File: config.mk
export PLATFORM = sky130hd
export DESIGN_NAME = ex_mem_stage
export DESIGN_NICKNAME = d
export VERILOG_FILES = /design/src/rtl/cpu_pkg.sv /design/src/rtl/seq_multiplier.sv /design/src/rtl/ex_mem_stage.sv
export SDC_FILE = /design/constraint.sdc
export NUM_CORES = 1
export LEC_CHECK = 0
export CAP_MARGIN = 10
export CORE_UTILIZATION = 49
export DETAILED_ROUTE_END_ITERATION = 8
export GPL_TIMING_DRIVEN = 0
export PLACE_DENSITY = 0.72
export SYNTH_ARGS = -nofsm -noshare
export SYNTH_HDL_FRONTEND = slang
export SYNTH_SLANG_ARGS = --single-unit
File: constraint.sdc
create_clock -name clk -period 10 [get_ports clk]
set_input_delay 1 -clock clk [delete_from_list [all_inputs] [get_ports clk]]
set_output_delay 1 -clock clk [all_outputs]
set_load 0.01 [all_outputs]
File: src/rtl/cpu_pkg.sv
// Shared CPU definitions: ALU control encodings, opcodes, multiplier states
// and the forwarding-hit helper used by the execute stage.
package cpu_pkg;

  localparam logic [3:0] ALU_AND = 4'b0000;
  localparam logic [3:0] ALU_OR  = 4'b0001;
  localparam logic [3:0] ALU_ADD = 4'b0010;
  localparam logic [3:0] ALU_SUB = 4'b0110;
  localparam logic [3:0] ALU_SLT = 4'b0111;
  localparam logic [3:0] ALU_NOR = 4'b1100;
  localparam logic [3:0] ALU_MUL = 4'b1000;

  localparam logic [5:0] OPC_RTYPE = 6'b000000;

  typedef enum logic [1:0] {
    MUL_IDLE = 2'd0,
    MUL_BUSY = 2'd1,
    MUL_DONE = 2'd2
  } mulState_e;

  // A later stage supplies src when it writes a matching, non-zero register.
  function automatic logic fwdHit(input logic regWrite, input logic [4:0] dst,
                                  input logic [4:0] src);
    return regWrite && (dst != 5'd0) && (dst == src);
  endfunction

endpackage

File: src/rtl/seq_multiplier.sv
// Iterative shift-add multiplier: one partial product per cycle, low DATA_W
// bits of the unsigned product, operands captured once at start.
module seq_multiplier #(
  parameter int DATA_W   = 32,
  parameter int MUL_ITER = 32
) (
  input  logic              clk,
  input  logic              rst_n,
  input  logic              start,
  input  logic [DATA_W-1:0] a,
  input  logic [DATA_W-1:0] b,
  output logic              busy,
  output logic              done,
  output logic [DATA_W-1:0] product
);
  import cpu_pkg::*;

  localparam int CNT_W = $clog2(MUL_ITER);
  localparam logic [CNT_W-1:0] LAST_CNT = CNT_W'(MUL_ITER - 1);

  mulState_e         state_r, stateNext_s;
  logic [CNT_W-1:0]  count_r;
  logic [DATA_W-1:0] mcand_r, mplier_r, acc_r;

  // State register and shift-add datapath.
  always_ff @(posedge clk or negedge rst_n) begin
    if (!rst_n) begin
      state_r  <= MUL_IDLE;
      count_r  <= {CNT_W{1'b0}};
      mcand_r  <= {DATA_W{1'b0}};
      mplier_r <= {DATA_W{1'b0}};
      acc_r    <= {DATA_W{1'b0}};
    end else begin
      state_r <= stateNext_s;
      case (state_r)
        MUL_IDLE: begin
          if (start) begin
            mcand_r  <= a;
            mplier_r <= b;
            acc_r    <= {DATA_W{1'b0}};
            count_r  <= {CNT_W{1'b0}};
          end
        end
        MUL_BUSY: begin
          if (mplier_r[0]) begin
            acc_r <= acc_r + mcand_r;
          end
          mcand_r  <= {mcand_r[DATA_W-2:0], 1'b0};
          mplier_r <= {1'b0, mplier_r[DATA_W-1:1]};
          count_r  <= count_r + CNT_W'(1);
        end
        default: begin
        end
      endcase
    end
  end

  // Next-state and status decode; no stall is requested while in reset.
  always_comb begin
    stateNext_s = state_r;
    busy        = 1'b0;
    done        = 1'b0;
    case (state_r)
      MUL_IDLE: begin
        if (start) begin
          stateNext_s = MUL_BUSY;
          busy        = rst_n;
        end else begin
          stateNext_s = MUL_IDLE;
        end
      end
      MUL_BUSY: begin
        busy = 1'b1;
        if (count_r == LAST_CNT) begin
          stateNext_s = MUL_DONE;
        end else begin
          stateNext_s = MUL_BUSY;
        end
      end
      MUL_DONE: begin
        done        = 1'b1;
        stateNext_s = MUL_IDLE;
      end
      default: begin
        stateNext_s = MUL_IDLE;
      end
    endcase
  end

  assign product = acc_r;

endmodule

File: src/rtl/ex_mem_stage.sv
// Execute stage with operand forwarding, ALU, iterative multiplier and the
// EX/MEM pipeline register feeding the memory stage.
module ex_mem_stage #(
  parameter int DATA_W   = 32,
  parameter int MUL_ITER = 32
) (
  input  logic              clk,
  input  logic              rst_n,
  input  logic [31:0]       instructionEX,
  input  logic [DATA_W-1:0] EXread1,
  input  logic [DATA_W-1:0] EXread2,
  input  logic [DATA_W-1:0] EXsignEx,
  input  logic              EXMemRead,
  input  logic              EXMemToReg,
  input  logic              EXMemWrite,
  input  logic              EXRegWrite,
  input  logic [4:0]        EXwriteReg,
  input  logic [3:0]        EXAluCtrl,
  input  logic              WBRegWrite,
  input  logic [4:0]        WBwriteReg,
  input  logic [DATA_W-1:0] WBwriteData,
  output logic              ex_stall,
  output logic              MEMMemRead,
  output logic              MEMMemToReg,
  output logic              MEMMemWrite,
  output logic              MEMRegWrite,
  output logic [4:0]        MEMwriteReg,
  output logic [DATA_W-1:0] MEMaluResult,
  output logic [DATA_W-1:0] MEMstoreData,
  output logic [31:0]       instructionMEM
);
  import cpu_pkg::*;

  logic [4:0]        rs_s, rt_s;
  logic [5:0]        opcode_s;
  logic [DATA_W-1:0] fwdA_s, fwdB_s, opB_s, aluResult_s, mulProduct_s;
  logic              mulStart_s, mulBusy_s, mulDone_s;

  assign rs_s       = instructionEX[25:21];
  assign rt_s       = instructionEX[20:16];
  assign opcode_s   = instructionEX[31:26];
  assign mulStart_s = (EXAluCtrl == ALU_MUL);
  assign ex_stall   = mulBusy_s;

  // Operand forwarding; the younger MEM result shadows WB.
  always_comb begin
    fwdA_s = EXread1;
    fwdB_s = EXread2;
    if (fwdHit(MEMRegWrite, MEMwriteReg, rs_s)) begin
      fwdA_s = MEMaluResult;
    end else if (fwdHit(WBRegWrite, WBwriteReg, rs_s)) begin
      fwdA_s = WBwriteData;
    end else begin
      fwdA_s = EXread1;
    end
    if (fwdHit(MEMRegWrite, MEMwriteReg, rt_s)) begin
      fwdB_s = MEMaluResult;
    end else if (fwdHit(WBRegWrite, WBwriteReg, rt_s)) begin
      fwdB_s = WBwriteData;
    end else begin
      fwdB_s = EXread2;
    end
    if (opcode_s == OPC_RTYPE) begin
      opB_s = fwdB_s;
    end else begin
      opB_s = EXsignEx;
    end
  end

  seq_multiplier #(
    .DATA_W  (DATA_W),
    .MUL_ITER(MUL_ITER)
  ) uMul (
    .clk    (clk),
    .rst_n  (rst_n),
    .start  (mulStart_s),
    .a      (fwdA_s),
    .b      (opB_s),
    .busy   (mulBusy_s),
    .done   (mulDone_s),
    .product(mulProduct_s)
  );

  // ALU; a MUL only reaches EX/MEM in the multiplier's DONE cycle.
  always_comb begin
    aluResult_s = {DATA_W{1'b0}};
    case (EXAluCtrl)
      ALU_AND: aluResult_s = fwdA_s & opB_s;
      ALU_OR:  aluResult_s = fwdA_s | opB_s;
      ALU_ADD: aluResult_s = fwdA_s + opB_s;
      ALU_SUB: aluResult_s = fwdA_s - opB_s;
      ALU_NOR: aluResult_s = ~(fwdA_s | opB_s);
      ALU_SLT: begin
        if ($signed(fwdA_s) < $signed(opB_s)) begin
          aluResult_s = {{(DATA_W-1){1'b0}}, 1'b1};
        end else begin
          aluResult_s = {DATA_W{1'b0}};
        end
      end
      ALU_MUL: begin
        if (mulDone_s) begin
          aluResult_s = mulProduct_s;
        end else begin
          aluResult_s = {DATA_W{1'b0}};
        end
      end
      default: aluResult_s = {DATA_W{1'b0}};
    endcase
  end

  // EX/MEM register; stalled cycles inject a bubble with all controls cleared.
  always_ff @(posedge clk or negedge rst_n) begin
    if (!rst_n) begin
      MEMMemRead     <= 1'b0;
      MEMMemToReg    <= 1'b0;
      MEMMemWrite    <= 1'b0;
      MEMRegWrite    <= 1'b0;
      MEMwriteReg    <= 5'd0;
      MEMaluResult   <= {DATA_W{1'b0}};
      MEMstoreData   <= {DATA_W{1'b0}};
      instructionMEM <= 32'd0;
    end else if (ex_stall) begin
      MEMMemRead     <= 1'b0;
      MEMMemToReg    <= 1'b0;
      MEMMemWrite    <= 1'b0;
      MEMRegWrite    <= 1'b0;
      MEMwriteReg    <= 5'd0;
      instructionMEM <= 32'd0;
    end else begin
      MEMMemRead     <= EXMemRead;
      MEMMemToReg    <= EXMemToReg;
      MEMMemWrite    <= EXMemWrite;
      MEMRegWrite    <= EXRegWrite && (EXwriteReg != 5'd0);
      MEMwriteReg    <= EXwriteReg;
      MEMaluResult   <= aluResult_s;
      MEMstoreData   <= fwdB_s;
      instructionMEM <= instructionEX;
    end
  end

endmodule

==> results.toml <==
[setup_path]
startpoint = "instructionEX[25]"
arrival_ns = 7.48
crit_slowest_cell = "o21ai_0"
cp.required_ns = 10.44
slowest_delay_ns = 0.95
crit_fanout = 10
worstReg2RegStart = "MEMwriteReg[1]"
end_kind = "register"
worstSetupStartpointType = "primary input"
reg2reg_slack_ns = 3.72
cp_cell_sequence = "clkdlybuf4s50_1 -> xnor2_1 -> nand3_1 -> nor4_4 -> buf_2 -> mux2i_1 -> o21ai_0 -> inv_1 -> ha_1 -> fa_1 -> nor2_1 -> o311a_1 -> nor3_2 -> nor4_4 -> o21ai_2 -> a2111oi_0 -> a211oi_1 -> xnor2_1 -> o221ai_1 -> a22o_1"
r2r-end = "MEMaluResult[18]"
reg2reg_depth = 18
crit_type = "primary input to register"

[grt]
grtUsageTotal = 0.394
antenna_found_initial = 3
overflow = 0
grt_max_degree = 115
grt_first_pass_wirelength_um = 105000
grt_pass1_vias = 16861

[final_layout]
final_cell_area_sq_um = 21200
drive_gt1_frac = 0.0629
final_util = 0.627
fin_nets = 2590
synthToLayoutAreaGrowth_pct = 25.0
stdcell_count = 2740

[clock_tree]
clock_sinks = 208
clk_path_buf_depth = 3
htree_levels = 1
cts_root_buf = "clkbuf_16"
holdBufCountCts = 0
cts_buffers = 25
clk_pin_slew_ns = 0.07
cts_resized = 0
insertion_delay_ns = 0.55
tritoncts = "built"
post-cts-setup-buffers = 0

[drt]
dr.pass1.iters = 5
ant_nets = 0
routedWlPerCell_um = 26.0
drt_wl_total_um = 71100
vias = 17542
via_per_inst = 6.40
drtIter0Drc = 2084
drc_errors = 0

[synthesis]
synthSimpleGateAreaFrac = 0.135
yosysSeqAreaShare = 0.307
postSynthCellCount = 1960
synth_top_family_by_area = "compound AO/OA/AOI/OAI gates"
syn-mean-instance-area_sq_um = 8.65
synth_compound_area_frac = 0.287
synth_nets = 2276
synthArstFlopShare = 1.00
synthAdderAreaFrac = 0.101
synth_seq_cells = 208
synth_area_sq_um = 16900
synth-edff-count = 0
synthMuxAreaShare = 0.0811
ys_warn_count = 0
synth_cell_types = 94
synthXorXnorAreaFrac = 0.0320
synth_flop_cell = "dfrtp_1"

[timing]
relSlewSlack = 0.183
min_period_ns = 7.04
worst_pin_slew_ns = 1.21
fin_hold_ws_ns = 0.427
hold_viol = 0
finalClockSkew_ns = 0.0170
rsz0062_at_grt = "no"
fmax_mhz = 142
post-route-period-util = 0.704
report.final.slew_viol_count = 0
setup_violations = 0

[pwr]
ir_drop_uv = 174
internal-power_mw = 2.33
seqPwrFrac = 0.348
sw_frac_of_total = 0.406
p_per_area_nw_per_um2 = 185
comb_power_share = 0.420
clkPwrFrac = 0.232
switchingPower_mw = 1.59
p_leak_nw = 8.96

[die]
core_sq_um = 33800
start_util = 0.502
ios = 287
placementRows = 67
die_h_um = 188
dieArea_sq_um = 35300
die_width_um = 188

[run]
maxCapViolations = 0

[outcome]
status = "complete, no violations"

[place]
placed_cells = 2695
port_buffers = 284
post_dp_cell_area_sq_um = 20400
place.gp.congestion = 0.992
hpwl_um = 56400

[hold_path]
hold_class = "primary input to async pin"
-- sequential cells by signal, summed over array words and instances, names as in the netlist, 2 cells and up --
signal / cells
MEMaluResult: 32
MEMstoreData: 32
MEMwriteReg: 5
instructionMEM: 32
uMul.count_r: 5
uMul.mcand_r: 32
uMul.mplier_r: 32
uMul.product: 32
uMul.state_r: 2
-- synth_stat cells, drive strengths merged (18+ instances only) --
| master | number | area [sq um] |
|---|---|---|
| o21ai | 235 | 1180 |
| dfrtp | 208 | 5200 |
| nand2 | 186 | 698 |
| ha | 132 | 1650 |
| a22oi | 124 | 931 |
| a21oi | 117 | 601 |
| inv | 104 | 390 |
| clkbuf | 99 | 374 |
| mux2i | 99 | 991 |
| nor2 | 85 | 322 |
| nor2b | 54 | 340 |
| xnor2 | 37 | 324 |
| a221oi | 35 | 313 |
| mux2 | 34 | 383 |
| buf | 33 | 196 |
| nor3 | 29 | 155 |
| a21o | 28 | 210 |
| a221o | 27 | 270 |
| nand3 | 26 | 130 |
| xor2 | 25 | 219 |
| a22o | 19 | 166 |
| nand2b | 18 | 113 |
-- critical path, delay by kind of cell --
family,cells,cell delay (ns)
fa+ha+maj,2,0.76
simple gates,5,1.27
xor+xnor,2,0.33
compound gates,7,2.75
buf+inv,3,1.18
mux,1,0.17
-- cell families (layout without fill, tap and decap cells) --
group	Yosys count	after routing
AOI/OAI and AO/OA	722	722
xor gates and xnor gates	62	62
adders and majority gates	135	135
buffers and inverters	236	566
DFF	208	208
muxes	133	133
other	0	2
and+or+nand+nor	464	464
-- cell type report --
type	instances	area, sq um
fillers	2972	12600
multi-input cells	1516	10800
flip-flops and latches	208	5200
repair buffers	287	2890
clock buffers	33	676
plain buffers	132	571
well taps	448	561
inverters	104	390
clock inverters	10	116
diodes	2	5.00
-- power by group through the flow --
stage	Combinational, mW	Sequential (mW)	Clock [mW]
final	1.65	1.36	0.909
after global routing	1.79	1.38	0.947
after detailed placement	1.62	1.36	0
after CTS	1.62	1.34	0.913
after global placement	1.58	1.35	0
after floorplan	1.01	1.28	0
-- metrics by stage --
| stage | setup TNS (ns) | power (mW) | worst slack [ns] |
|---|---|---|---|
| 2_1_floorplan | 0 | 2.29 | 4.99 |
| 3_3_place_gp | -401.29 | 2.92 | -2.95 |
| 3_5_place_dp | 0 | 2.97 | 2.83 |
| 4_1_cts | 0 | 3.88 | 3.36 |
| 5_1_grt | 0 | 4.11 | 2.94 |
| 6_report | 0 | 3.92 | 2.96 |
-- cells in the final DEF, fill, tap and decap left out, drive strengths merged, types with 27 or more instances in the layout --
master / instances
a21o: 28
a21oi: 117
a221o: 27
a221oi: 35
a22oi: 124
buf: 37
clkbuf: 132
clkdlybuf4s50: 283
dfrtp: 208
ha: 132
inv: 105
mux2: 34
mux2i: 99
nand2: 186
nor2: 85
nor2b: 54
nor3: 29
o21ai: 235
xnor2: 37
-- routing by layer --
metal,share of wire,up-vias,global-route usage
met5,0.00014,-,0
met4,0.031,2,0.129
met3,0.10,135,0.0872
met2,0.45,924,0.634
met1,0.41,8616,0.524
li1,-,7865,-
-- worst max path at each step --
stage / end / slack [ns] / cells after the start
finish: MEMaluResult[18] / 2.96 / 20
global route: MEMaluResult[18] / 2.94 / 20
detailed placement: MEMaluResult[18] / 2.83 / 20
floorplan: MEMaluResult[18] / 4.99 / 19
global placement: ex_stall / -2.95 / 7
CTS: MEMaluResult[18] / 3.36 / 20
No activity file was read; power rests on OpenSTA's default activity.
